--- src/rtl/muldiv_pkg.sv ---
// Shared codes for the multiply/divide unit: operation and state enums,
// multiplier depth limit, and the decode mapping from function codes.
package muldiv_pkg;

   typedef enum logic [2:0] {
      MD_MULT  = 3'd0,
      MD_MULTU = 3'd1,
      MD_DIV   = 3'd2,
      MD_DIVU  = 3'd3,
      MD_MTHI  = 3'd4,
      MD_MTLO  = 3'd5
   } muldiv_op_t;

   typedef enum logic [2:0] {
      S_IDLE      = 3'd0,
      S_MUL       = 3'd1,
      S_DIV_SETUP = 3'd2,
      S_DIV_ITER  = 3'd3,
      S_DIV_FIX   = 3'd4
   } md_state_t;

   localparam int MUL_STAGES_MAX = 4;
   localparam int MUL_CNT_W      = $clog2(MUL_STAGES_MAX);

   localparam logic [5:0] FUNC_MTHI  = 6'h11;
   localparam logic [5:0] FUNC_MTLO  = 6'h13;
   localparam logic [5:0] FUNC_MULT  = 6'h18;
   localparam logic [5:0] FUNC_MULTU = 6'h19;
   localparam logic [5:0] FUNC_DIV   = 6'h1A;
   localparam logic [5:0] FUNC_DIVU  = 6'h1B;

   // Decode only calls this for funct codes it has already classified as mult/div.
   function automatic muldiv_op_t func_to_op(input logic [5:0] func);
      muldiv_op_t op;
      case (func)
         FUNC_MULTU: op = MD_MULTU;
         FUNC_DIV:   op = MD_DIV;
         FUNC_DIVU:  op = MD_DIVU;
         FUNC_MTHI:  op = MD_MTHI;
         FUNC_MTLO:  op = MD_MTLO;
         default:    op = MD_MULT;
      endcase
      return op;
   endfunction

endpackage

--- src/rtl/muldiv_if.sv ---
// Issue/result bundle between decode/execute and the multiply/divide unit.
interface muldiv_if import muldiv_pkg::*; #(parameter int WIDTH = 32) ();
   logic             start_i;
   muldiv_op_t       op_i;
   logic [WIDTH-1:0] rs_i;
   logic [WIDTH-1:0] rt_i;
   logic             flush_i;
   logic             busy_o;
   logic             done_o;
   logic [WIDTH-1:0] hi_o;
   logic [WIDTH-1:0] lo_o;

   modport master (
      output start_i, op_i, rs_i, rt_i, flush_i,
      input  busy_o, done_o, hi_o, lo_o
   );

   modport slave (
      input  start_i, op_i, rs_i, rt_i, flush_i,
      output busy_o, done_o, hi_o, lo_o
   );
endinterface

--- src/rtl/muldiv_divider.sv ---
// Iterative restoring divider on unsigned magnitudes: one quotient bit per
// cycle for WIDTH cycles after a start pulse.
module muldiv_divider #(
   parameter int WIDTH = 32
) (
   input  logic             clk,
   input  logic             rst_n,
   input  logic             i_start,
   input  logic             i_abort,
   input  logic [WIDTH-1:0] i_dividend,
   input  logic [WIDTH-1:0] i_divisor,
   output logic             o_done,
   output logic [WIDTH-1:0] o_quot,
   output logic [WIDTH-1:0] o_rem
);
   localparam int CNT_W = $clog2(WIDTH);

   logic             r_busy;
   logic [CNT_W-1:0] r_cnt;
   logic [WIDTH-1:0] r_quot;
   logic [WIDTH-1:0] r_rem;
   logic [WIDTH-1:0] r_dvs;

   logic [WIDTH:0]   w_shift;
   logic             w_ge;
   logic [WIDTH-1:0] w_sub;

   // Partial remainder stays below the divisor, so the difference fits WIDTH bits.
   assign w_shift = {r_rem, r_quot[WIDTH-1]};
   assign w_ge    = (w_shift >= {1'b0, r_dvs});
   assign w_sub   = w_shift[WIDTH-1:0] - r_dvs;

   always_ff @(posedge clk) begin
      if (!rst_n) begin
         r_busy <= 1'b0;
         r_cnt  <= '0;
         r_quot <= '0;
         r_rem  <= '0;
         r_dvs  <= '0;
      end else if (i_abort) begin
         r_busy <= 1'b0;
      end else if (i_start) begin
         r_busy <= 1'b1;
         r_cnt  <= CNT_W'(WIDTH - 1);
         r_quot <= i_dividend;
         r_rem  <= '0;
         r_dvs  <= i_divisor;
      end else if (r_busy) begin
         r_rem  <= w_ge ? w_sub : w_shift[WIDTH-1:0];
         r_quot <= {r_quot[WIDTH-2:0], w_ge};
         r_cnt  <= r_cnt - 1'b1;
         if (r_cnt == '0) r_busy <= 1'b0;
      end
   end

   // High during the cycle whose closing edge produces the last quotient bit.
   assign o_done = r_busy && (r_cnt == '0);
   assign o_quot = r_quot;
   assign o_rem  = r_rem;
endmodule

--- src/rtl/muldiv_unit.sv ---
// Multi-cycle multiply/divide unit owning the architectural HI/LO registers:
// pipelined multiplier, iterative divider, MTHI/MTLO writes, flush.
module muldiv_unit import muldiv_pkg::*; #(
   parameter int WIDTH         = 32,
   parameter int MUL_STAGES    = 2,
   parameter int DIV_ZERO_FAST = 0
) (
   input logic      clk,
   input logic      rst_n,
   muldiv_if.slave  bus
);
   localparam logic [MUL_CNT_W-1:0] MUL_LAST = MUL_CNT_W'(MUL_STAGES - 1);

   md_state_t            r_state, w_state_next;
   muldiv_op_t           r_op;
   logic [WIDTH-1:0]     r_a, r_b, r_hi, r_lo;
   logic                 r_dz, r_qneg, r_rneg, r_done;
   logic [MUL_CNT_W-1:0] r_mul_cnt;
   logic [2*WIDTH-1:0]   r_prod [MUL_STAGES];

   logic                 w_accept, w_wr_hilo, w_div_start, w_div_last, w_mul_signed;
   logic [2*WIDTH-1:0]   w_mul_a, w_mul_b, w_prod;
   logic [WIDTH-1:0]     w_mag_a, w_mag_b, w_quot, w_rem, w_res_hi, w_res_lo;

   assign w_accept = (r_state == S_IDLE) && bus.start_i && !bus.flush_i;

   always_ff @(posedge clk) begin
      if (!rst_n) r_state <= S_IDLE;
      else        r_state <= w_state_next;
   end

   always_comb begin
      w_state_next = r_state;
      w_wr_hilo    = 1'b0;
      w_div_start  = 1'b0;
      case (r_state)
         S_IDLE: begin
            if (w_accept) begin
               case (bus.op_i)
                  MD_MULT, MD_MULTU: w_state_next = S_MUL;
                  MD_DIV, MD_DIVU:
                     w_state_next = (DIV_ZERO_FAST != 0 && bus.rt_i == '0) ? S_DIV_FIX : S_DIV_SETUP;
                  default: w_state_next = S_IDLE;
               endcase
            end
         end
         S_MUL: begin
            if (r_mul_cnt == MUL_LAST) begin
               w_wr_hilo    = 1'b1;
               w_state_next = S_IDLE;
            end
         end
         S_DIV_SETUP: begin
            w_div_start  = 1'b1;
            w_state_next = S_DIV_ITER;
         end
         S_DIV_ITER: if (w_div_last) w_state_next = S_DIV_FIX;
         S_DIV_FIX: begin
            w_wr_hilo    = 1'b1;
            w_state_next = S_IDLE;
         end
         default: w_state_next = S_IDLE;
      endcase
      if (bus.flush_i && r_state != S_IDLE) begin
         w_state_next = S_IDLE;
         w_wr_hilo    = 1'b0;
         w_div_start  = 1'b0;
      end
   end

   // Sign/zero-extending to the full product width keeps the wrap-around product exact.
   assign w_mul_signed = (bus.op_i == MD_MULT);
   assign w_mul_a = {{WIDTH{w_mul_signed & bus.rs_i[WIDTH-1]}}, bus.rs_i};
   assign w_mul_b = {{WIDTH{w_mul_signed & bus.rt_i[WIDTH-1]}}, bus.rt_i};
   assign w_prod  = w_mul_a * w_mul_b;

   for (genvar gi = 0; gi < MUL_STAGES; gi++) begin : g_mul_pipe
      if (gi == 0) begin : g_load
         always_ff @(posedge clk) if (w_accept) r_prod[0] <= w_prod;
      end else begin : g_shift
         always_ff @(posedge clk) r_prod[gi] <= r_prod[gi-1];
      end
   end

   assign w_mag_a = (r_op == MD_DIV && r_a[WIDTH-1]) ? -r_a : r_a;
   assign w_mag_b = (r_op == MD_DIV && r_b[WIDTH-1]) ? -r_b : r_b;

   muldiv_divider #(.WIDTH(WIDTH)) u_divider (
      .clk        (clk),
      .rst_n      (rst_n),
      .i_start    (w_div_start),
      .i_abort    (bus.flush_i),
      .i_dividend (w_mag_a),
      .i_divisor  (w_mag_b),
      .o_done     (w_div_last),
      .o_quot     (w_quot),
      .o_rem      (w_rem)
   );

   always_comb begin
      w_res_hi = '0;
      w_res_lo = '0;
      if (r_state == S_MUL) begin
         {w_res_hi, w_res_lo} = r_prod[MUL_STAGES-1];
      end else if (!r_dz) begin
         w_res_lo = r_qneg ? -w_quot : w_quot;
         w_res_hi = r_rneg ? -w_rem  : w_rem;
      end
   end

   always_ff @(posedge clk) begin
      if (!rst_n) begin
         r_hi      <= '0;
         r_lo      <= '0;
         r_done    <= 1'b0;
         r_op      <= MD_MULT;
         r_a       <= '0;
         r_b       <= '0;
         r_dz      <= 1'b0;
         r_qneg    <= 1'b0;
         r_rneg    <= 1'b0;
         r_mul_cnt <= '0;
      end else begin
         r_done <= w_wr_hilo;
         if (w_wr_hilo) begin
            r_hi <= w_res_hi;
            r_lo <= w_res_lo;
         end else if (w_accept && bus.op_i == MD_MTHI) begin
            r_hi <= bus.rs_i;
         end else if (w_accept && bus.op_i == MD_MTLO) begin
            r_lo <= bus.rs_i;
         end
         if (w_accept) begin
            r_op      <= bus.op_i;
            r_a       <= bus.rs_i;
            r_b       <= bus.rt_i;
            r_dz      <= (bus.rt_i == '0);
            r_mul_cnt <= '0;
         end else if (r_state == S_MUL) begin
            r_mul_cnt <= r_mul_cnt + 1'b1;
         end
         if (r_state == S_DIV_SETUP) begin
            r_qneg <= (r_op == MD_DIV) && (r_a[WIDTH-1] ^ r_b[WIDTH-1]);
            r_rneg <= (r_op == MD_DIV) && r_a[WIDTH-1];
         end
      end
   end

   assign bus.busy_o = (r_state != S_IDLE);
   assign bus.done_o = r_done;
   assign bus.hi_o   = r_hi;
   assign bus.lo_o   = r_lo;
endmodule

--- src/flat_wrapper.sv ---
// flat-port wrapper written by rule: the top's interface ports become plain ports
module muldiv_unit_flat import muldiv_pkg::*;
#(
   parameter int WIDTH         = 32,
   parameter int MUL_STAGES    = 2,
   parameter int DIV_ZERO_FAST = 0
)
  (clk, rst_n, bus_start_i, bus_op_i, bus_rs_i, bus_rt_i, bus_flush_i, bus_busy_o, bus_done_o, bus_hi_o, bus_lo_o);
  muldiv_if #(.WIDTH(WIDTH)) bus_i ();
  input logic clk;
  input logic rst_n;
  input wire logic [$bits(bus_i.start_i)-1:0] bus_start_i;
  input wire logic [$bits(bus_i.op_i)-1:0] bus_op_i;
  input wire logic [$bits(bus_i.rs_i)-1:0] bus_rs_i;
  input wire logic [$bits(bus_i.rt_i)-1:0] bus_rt_i;
  input wire logic [$bits(bus_i.flush_i)-1:0] bus_flush_i;
  output wire logic [$bits(bus_i.busy_o)-1:0] bus_busy_o;
  output wire logic [$bits(bus_i.done_o)-1:0] bus_done_o;
  output wire logic [$bits(bus_i.hi_o)-1:0] bus_hi_o;
  output wire logic [$bits(bus_i.lo_o)-1:0] bus_lo_o;
  assign bus_i.start_i = bus_start_i;
  assign bus_i.op_i = bus_op_i;
  assign bus_i.rs_i = bus_rs_i;
  assign bus_i.rt_i = bus_rt_i;
  assign bus_i.flush_i = bus_flush_i;
  assign bus_busy_o = bus_i.busy_o;
  assign bus_done_o = bus_i.done_o;
  assign bus_hi_o = bus_i.hi_o;
  assign bus_lo_o = bus_i.lo_o;
  muldiv_unit #(.WIDTH(WIDTH), .MUL_STAGES(MUL_STAGES), .DIV_ZERO_FAST(DIV_ZERO_FAST)) u_core (.clk(clk), .rst_n(rst_n), .bus(bus_i));
endmodule
--- config.mk ---
export PLATFORM = sky130hd
export DESIGN_NAME = muldiv_unit_flat
export DESIGN_NICKNAME = d
export VERILOG_FILES = /design/src/rtl/muldiv_pkg.sv /design/src/rtl/muldiv_if.sv /design/src/rtl/muldiv_divider.sv /design/src/rtl/muldiv_unit.sv /design/src/flat_wrapper.sv
export SDC_FILE = /design/constraint.sdc
export NUM_CORES = 2
export LEC_CHECK = 0
export BUFFER_PORTS_ARGS = -buffer_cell sky130_fd_sc_hd__buf_2
export CAP_MARGIN = 20
export CORE_ASPECT_RATIO = 0.5
export CORE_UTILIZATION = 55
export CTS_CLUSTER_SIZE = 28
export DETAILED_ROUTE_END_ITERATION = 10
export PLACE_DENSITY = 0.83
export SYNTH_ARGS = -nofsm -noshare
export SYNTH_HDL_FRONTEND = slang
export SYNTH_SLANG_ARGS = --single-unit
--- constraint.sdc ---
create_clock -name clk -period 24.4 [get_ports clk]
set_input_delay 0 -clock clk [delete_from_list [all_inputs] [get_ports clk]]
set_output_delay 0 -clock clk [all_outputs]
set_load 0.1 [all_outputs]
# Yosys cells after proc, flatten, opt, wreduce, memory -nomap -nowiden
# Memories as Yosys holds them, arrays and structs flattened.
# Cells that the tools add are included.
# word_totals
regBits	242
mem_bits_rw	128
inputBits	71
output_inout_bits	66
wordCells	108
memories	1
# classes
addsub	7
n_mul	1
magnitude_cmp	1
eq_ne	15
n_mux	35
bitwise	5
n_reduce_logical	27
# memory_table
memory	words	width	read_ports	rd_clocked_by_memory_dff	write_ports	line	source
u_core.r_prod	2	64	2	0	2	muldiv_unit.sv:19	logic [2*WIDTH-1:0] r_prod [MUL_STAGES];
# op_table
cell	n
$mux W32	18
$neg A32 Y32	4
$mul A33 B33 Y64	1
$ge A33 B32 Y1	1
$logic_not A32 Y1	1
$sub A32 B32 Y32	1
$eq A3 B2 Y1 const B	5
$pmux W3 S4	1
$mux W5	2
$reduce_or A2 Y1	5
$eq A3 B3 Y1 const B	3
$logic_and A1 B1 Y1	9
$mux W1	9
$mux W3	3
$eq A3 B1 Y1 const B	2
$logic_not A3 Y1	2
$ne A2 B1 Y1 const B	3
$reduce_and A2 Y1	3
$reduce_bool A2 Y1	3
$logic_not A5 Y1	1
$sub A5 B1 Y5 const B	1
$pmux W2 S2	1
$reduce_and A3 Y1	1
$reduce_bool A3 Y1	1
8 further kinds	10

# Logic depth before layout (Yosys ltp)
# depth
word_depth	7
mapped_depth	31
depth_no_buf	29

# By module
# A second synthesis with hierarchy kept.
# hier_totals
hier_cells	6245
area_unflattened_um2	56033.7
# modules_own_cells
module	instances	cells_each	area_per_inst_um2	seq_area_each_um2
muldiv_unit	1	5447	49786.5	6005.8
muldiv_divider	1	798	6247.2	2042.0

# Worst setup path before layout
# OpenSTA, ideal clock, no wires.
# synth_path
path_type	input to register
from	input port bus_op_i[0]
to	memory u_core.r_prod[0][62] (netlist bit), data pin
setup_ns	0.265
t_arrival_ns	7.546
required_time_ns	24.135
setup_slack_ns	16.589
cell_stages	29
n_path_buf	1
cell_sequence	nor3_1 and2_1 clkbuf_1 nand2_1 inv_1 fa_1 inv_1 fa_1 inv_1 fa_1 fa_1 inv_1 fa_1 inv_1 fa_1 inv_1 fa_1 fa_1 inv_1 ha_1 or2_2 a21oi_1 a21oi_1 a21o_1 a21o_1 a21oi_1 o311a_1 o21ai_0 xor2_1
# synth_lines
element	line	source
from (decl)	flat_wrapper.sv:13	input wire logic [$bits(bus_i.op_i)-1:0] bus_op_i;
to (decl)	muldiv_unit.sv:19	

==> flow_summary.rst <==
.. list-table::
   :header-rows: 1

   * - Metric
     - Value
   * - Synthesized instance count
     - 6027
   * - Antenna violations before repair
     - 3
   * - Site row count
     - 81
   * - Final Setup Violations
     - 0
   * - Number of vias after detailed routing
     - 43456
   * - Slew at the pin with the worst max-slew slack
     - 1.221 ns
   * - Setup TNS
     - 0 ns
   * - Post-synthesis cell area
     - 54760 sq um
   * - Req. time, crit path
     - 24.71 ns
   * - Number of cells on the critical path
     - 31
   * - Residual DRC
     - 0
   * - Vias in the first global route
     - 44415
   * - Sequential share of the synthesized area
     - 0.1470
   * - Routability cong.
     - 0.9916
   * - Critical-path maximum fanout
     - 21
   * - Crit Reg-Reg Startpoint
     - u_core.u_divider.o_rem[0]
   * - Share of flip-flops with an asynchronous set or reset after synthesis
     - 0
   * - Data arrival, critical path
     - 9.49 ns
   * - Top cell by count, worst path
     - sky130_fd_sc_hd__fa_1
   * - Critical path endpoint
     - u_core.r_prod[0][62]
   * - Global-route track usage on met1
     - 0.4517
   * - Wire length per cell after detailed routing
     - 23.20 microns
   * - DRC marker count from the first detailed-route iteration
     - 5174
   * - Share of layout cells above drive strength 1
     - 0.05341
   * - Number of instances resized during post-cts repair
     - 0
   * - Total number of H-tree levels
     - 2
   * - Slowest cell on the critical path
     - sky130_fd_sc_hd__fa_1
   * - Yosys cell types
     - 73
   * - Detail-routed via count per cell
     - 5.979
   * - Global-route met3 utilization
     - 0.1426
   * - HPWL reported at the end of detailed placement
     - 115.6 mm
   * - Main synth FF type
     - sky130_fd_sc_hd__dfxtp_1
   * - Hold Violations, Final
     - 0
   * - Post-synthesis average cell area
     - 9.086 sq um
   * - Syn-to-layout area delta
     - 5.194%
   * - Number of synthesized flops with an enable pin
     - 64
   * - Total count of max-transition violations in the final report
     - 0
   * - FF-to-FF path depth
     - 12
   * - Count of buffering cells on the critical path with inverters included
     - 10
   * - Yosys warning total
     - 0
   * - Clock sink count
     - 370
   * - TritonCTS clock tree
     - yes
   * - IO Count
     - 137
   * - Antenna viol nets, final
     - 0
   * - Global router's overall resource usage
     - 0.3407
   * - Buffer cell driving the clock tree root
     - sky130_fd_sc_hd__clkbuf_16
   * - Slowest Stage Delay on Critical Path
     - 0.88 ns
   * - Worst clock skew on the final layout
     - 0.02490 ns
   * - Most common library cell in the layout ignoring fill and taps
     - sky130_fd_sc_hd__inv_1
   * - Worst flop-to-flop path endpoint
     - u_core.u_divider.o_rem[0]
   * - Worst hold-check path type
     - primary input to register
   * - Die area
     - 100900 sq um
   * - Minimum clock period after layout
     - 9.184 ns
   * - Pin count of the biggest net entering global routing
     - 99
   * - RSZ-0062 raised after global routing
     - false
   * - Most frequent cells in the layout
     - sky130_fd_sc_hd__inv_1 (1188), sky130_fd_sc_hd__fa_1 (1126), sky130_fd_sc_hd__nand2_1 (1042)
   * - CTS buffer count
     - 36
   * - Max capacitance violation total
     - 0
   * - Critical path startpoint
     - bus_op_i[1]
   * - Setup slack of the most critical reg-to-reg path
     - 20.22 ns
   * - Overflow left after global routing
     - 0
   * - Outcome
     - completed
   * - Number of inserted filler cells in the final layout
     - 7894
   * - Clk pin slew, worst setup/hold paths
     - 0.07 ns
   * - Max frequency
     - 108.9 MHz
   * - Worst path top cell family by delay
     - adder cells
   * - Number of search-and-repair iterations in the first detailed-routing pass
     - 10
   * - Overall die height
     - 225.1 microns
   * - Overall routed net length
     - 168.7 mm
   * - Critical path capture point type
     - register
   * - Placeable Area
     - 98210 sq um
   * - Startpoint kind of the worst setup timing path
     - primary input
   * - Width of the die
     - 448.2 microns
   * - Post-Place Cells
     - 7190
   * - Post-layout net count
     - 7355
   * - Number of buffers on the longest clock path
     - 3
   * - Layout Cells excl Fill
     - 7268
   * - Initial standard-cell utilization of the core
     - 0.5576
   * - Busiest layer in global routing
     - met2
   * - Number of synthesized register bits
     - 370
   * - Met2 track demand over resource
     - 0.4838
   * - I/O Buffers
     - 136
   * - Max-slew headroom
     - 0.1860
   * - Synthesized net count
     - 7475
   * - First-pass GRT wire length
     - 260.0 mm
   * - Critical path type
     - primary input to register
   * - Insertion delay of the later-clocked pin in the worst-skew pair
     - 0.56 ns
   * - Post-route fraction of the period consumed by the critical path
     - 0.3764
## synthesized netlist by cell type (4+ instances only)
library cell	instances	area, sq um
sky130_fd_sc_hd__mux2i_1	85	850.8
sky130_fd_sc_hd__nor3_1	38	190.2
sky130_fd_sc_hd__nor2b_1	15	93.84
sky130_fd_sc_hd__and3_1	33	206.5
sky130_fd_sc_hd__and2_1	322	2014
sky130_fd_sc_hd__fa_1	1126	22540
sky130_fd_sc_hd__nor3b_1	4	30.03
sky130_fd_sc_hd__xnor2_1	149	1305
sky130_fd_sc_hd__a311oi_1	23	201.4
sky130_fd_sc_hd__o221ai_1	16	140.1
sky130_fd_sc_hd__a21oi_1	174	870.8
sky130_fd_sc_hd__dfxtp_1	306	6126
sky130_fd_sc_hd__o31ai_1	26	195.2
sky130_fd_sc_hd__o22ai_1	23	143.9
sky130_fd_sc_hd__a22oi_1	29	217.7
sky130_fd_sc_hd__nand2b_1	18	112.6
sky130_fd_sc_hd__or4_1	7	52.55
sky130_fd_sc_hd__nor4_1	27	168.9
sky130_fd_sc_hd__o21a_1	10	75.07
sky130_fd_sc_hd__a221oi_1	22	192.7
sky130_fd_sc_hd__edfxtp_1	64	1922
sky130_fd_sc_hd__a31oi_1	15	93.84
sky130_fd_sc_hd__ha_1	251	3141
sky130_fd_sc_hd__o21bai_1	14	105.1
sky130_fd_sc_hd__clkbuf_1	360	1351
sky130_fd_sc_hd__buf_2	5	25.02
sky130_fd_sc_hd__o21ai_0	118	590.6
sky130_fd_sc_hd__nand3_1	26	130.1
sky130_fd_sc_hd__a21o_1	43	322.8
sky130_fd_sc_hd__a211oi_1	58	435.4
sky130_fd_sc_hd__nor2_1	164	615.6
sky130_fd_sc_hd__o41ai_1	15	131.4
sky130_fd_sc_hd__xor2_1	72	630.6
sky130_fd_sc_hd__clkbuf_8	6	82.58
sky130_fd_sc_hd__or3_1	12	75.07
sky130_fd_sc_hd__nand2_1	1043	3915
sky130_fd_sc_hd__inv_1	1188	4459
sky130_fd_sc_hd__a222oi_1	23	230.2
sky130_fd_sc_hd__nand4_1	17	106.4
sky130_fd_sc_hd__a221o_1	4	40.04
sky130_fd_sc_hd__o211ai_1	5	37.54
sky130_fd_sc_hd__buf_1	7	26.28
sky130_fd_sc_hd__or2_2	12	75.07
## flip-flops by register name (all words and copies together), names as in the netlist, 2 cells and up
register / flops
u_core.r_mul_cnt: 2
u_core.u_divider.o_rem: 32
u_core.r_op: 3
u_core.u_divider.r_cnt: 5
u_core.r_state: 3
u_core.u_divider.o_quot: 32
u_core.r_a: 32
u_core.r_prod: 128
u_core.bus.lo_o: 32
u_core.r_b: 32
u_core.bus.hi_o: 32
u_core.u_divider.r_dvs: 32
## layer usage
metal  part of all wire  wire [microns]
met1               0.36           61130
met2               0.41           69010
met3               0.17           28920
met4              0.057            9565
met5            0.00012              21
## repair_timing
action                                 CTS  global route
hold buffers                             6             0
endpoints found under the hold margin   13             0
setup buffers                            0             0
## worst min-delay path: stages
cell and delay, ns:
sky130_fd_sc_hd__buf_2 0.09, sky130_fd_sc_hd__buf_4 0.30, sky130_fd_sc_hd__nand2_1 0.13, sky130_fd_sc_hd__a21oi_1 0.06
## area by class of cell
cell class | count | area, sq um | share of cell area
multi-input cells | 4086 | 40800 | 0.7082
clock inverters | 22 | 284.0 | 0.004931
inverters | 1190 | 4472 | 0.07763
diodes | 5 | 12.51 | 0.0002172
clock buffers | 44 | 960.9 | 0.01668
well taps | 1328 | 1662 | 0.02885
repair buffers | 223 | 1369 | 0.02376
flip-flops and latches | 370 | 8048 | 0.1397
## stage by stage
step / worst slack (ns) / hold WS (ns) / utilization / area (sq um)
after detailed placement: 15.40 / 0.2950 / 0.5729 / 56260
after global routing: 14.84 / 0.08078 / 0.5865 / 57600
after floorplan: 16.59 / 0.1360 / - / 54760
after CTS: 15.39 / 0.04364 / 0.5862 / 57560
final: 15.22 / 0.07052 / 0.5866 / 57600
after global placement: 15.50 / 0.2900 / 0.5729 / 56260
## cell families (layout without fill, tap and decap cells)
kind of cell	Yosys count	in the layout	share of synthesized area
AND/OR/NAND/NOR	1758	1758	0.1456
buffers and inverters	1571	1479	0.1092
adder cells (fa/ha/maj)	1377	1377	0.4690
AO/OA/AOI/OAI	645	645	0.07830
flip-flops	370	370	0.1470
XOR/XNOR	221	221	0.03535
multiplexers	85	85	0.01554
other	0	5	0
## worst min-delay path by stage
| stage | start | endpoint | cells past startpoint |
|---|---|---|---|
| floorplan | bus_op_i[1] | u_core.r_op[1] | 2 |
| global placement | bus_op_i[2] | u_core.r_op[2] | 3 |
| detailed placement | bus_op_i[2] | u_core.r_op[2] | 3 |
| CTS | bus_rt_i[29] | u_core.r_b[29] | 4 |
| global route | bus_rt_i[17] | u_core.r_b[17] | 4 |
| finish | bus_rt_i[17] | u_core.r_b[17] | 4 |
Power is left out: the tool's default activity adds up to more than one toggle a clock period on the data nets, which glitch-free logic cannot reach.
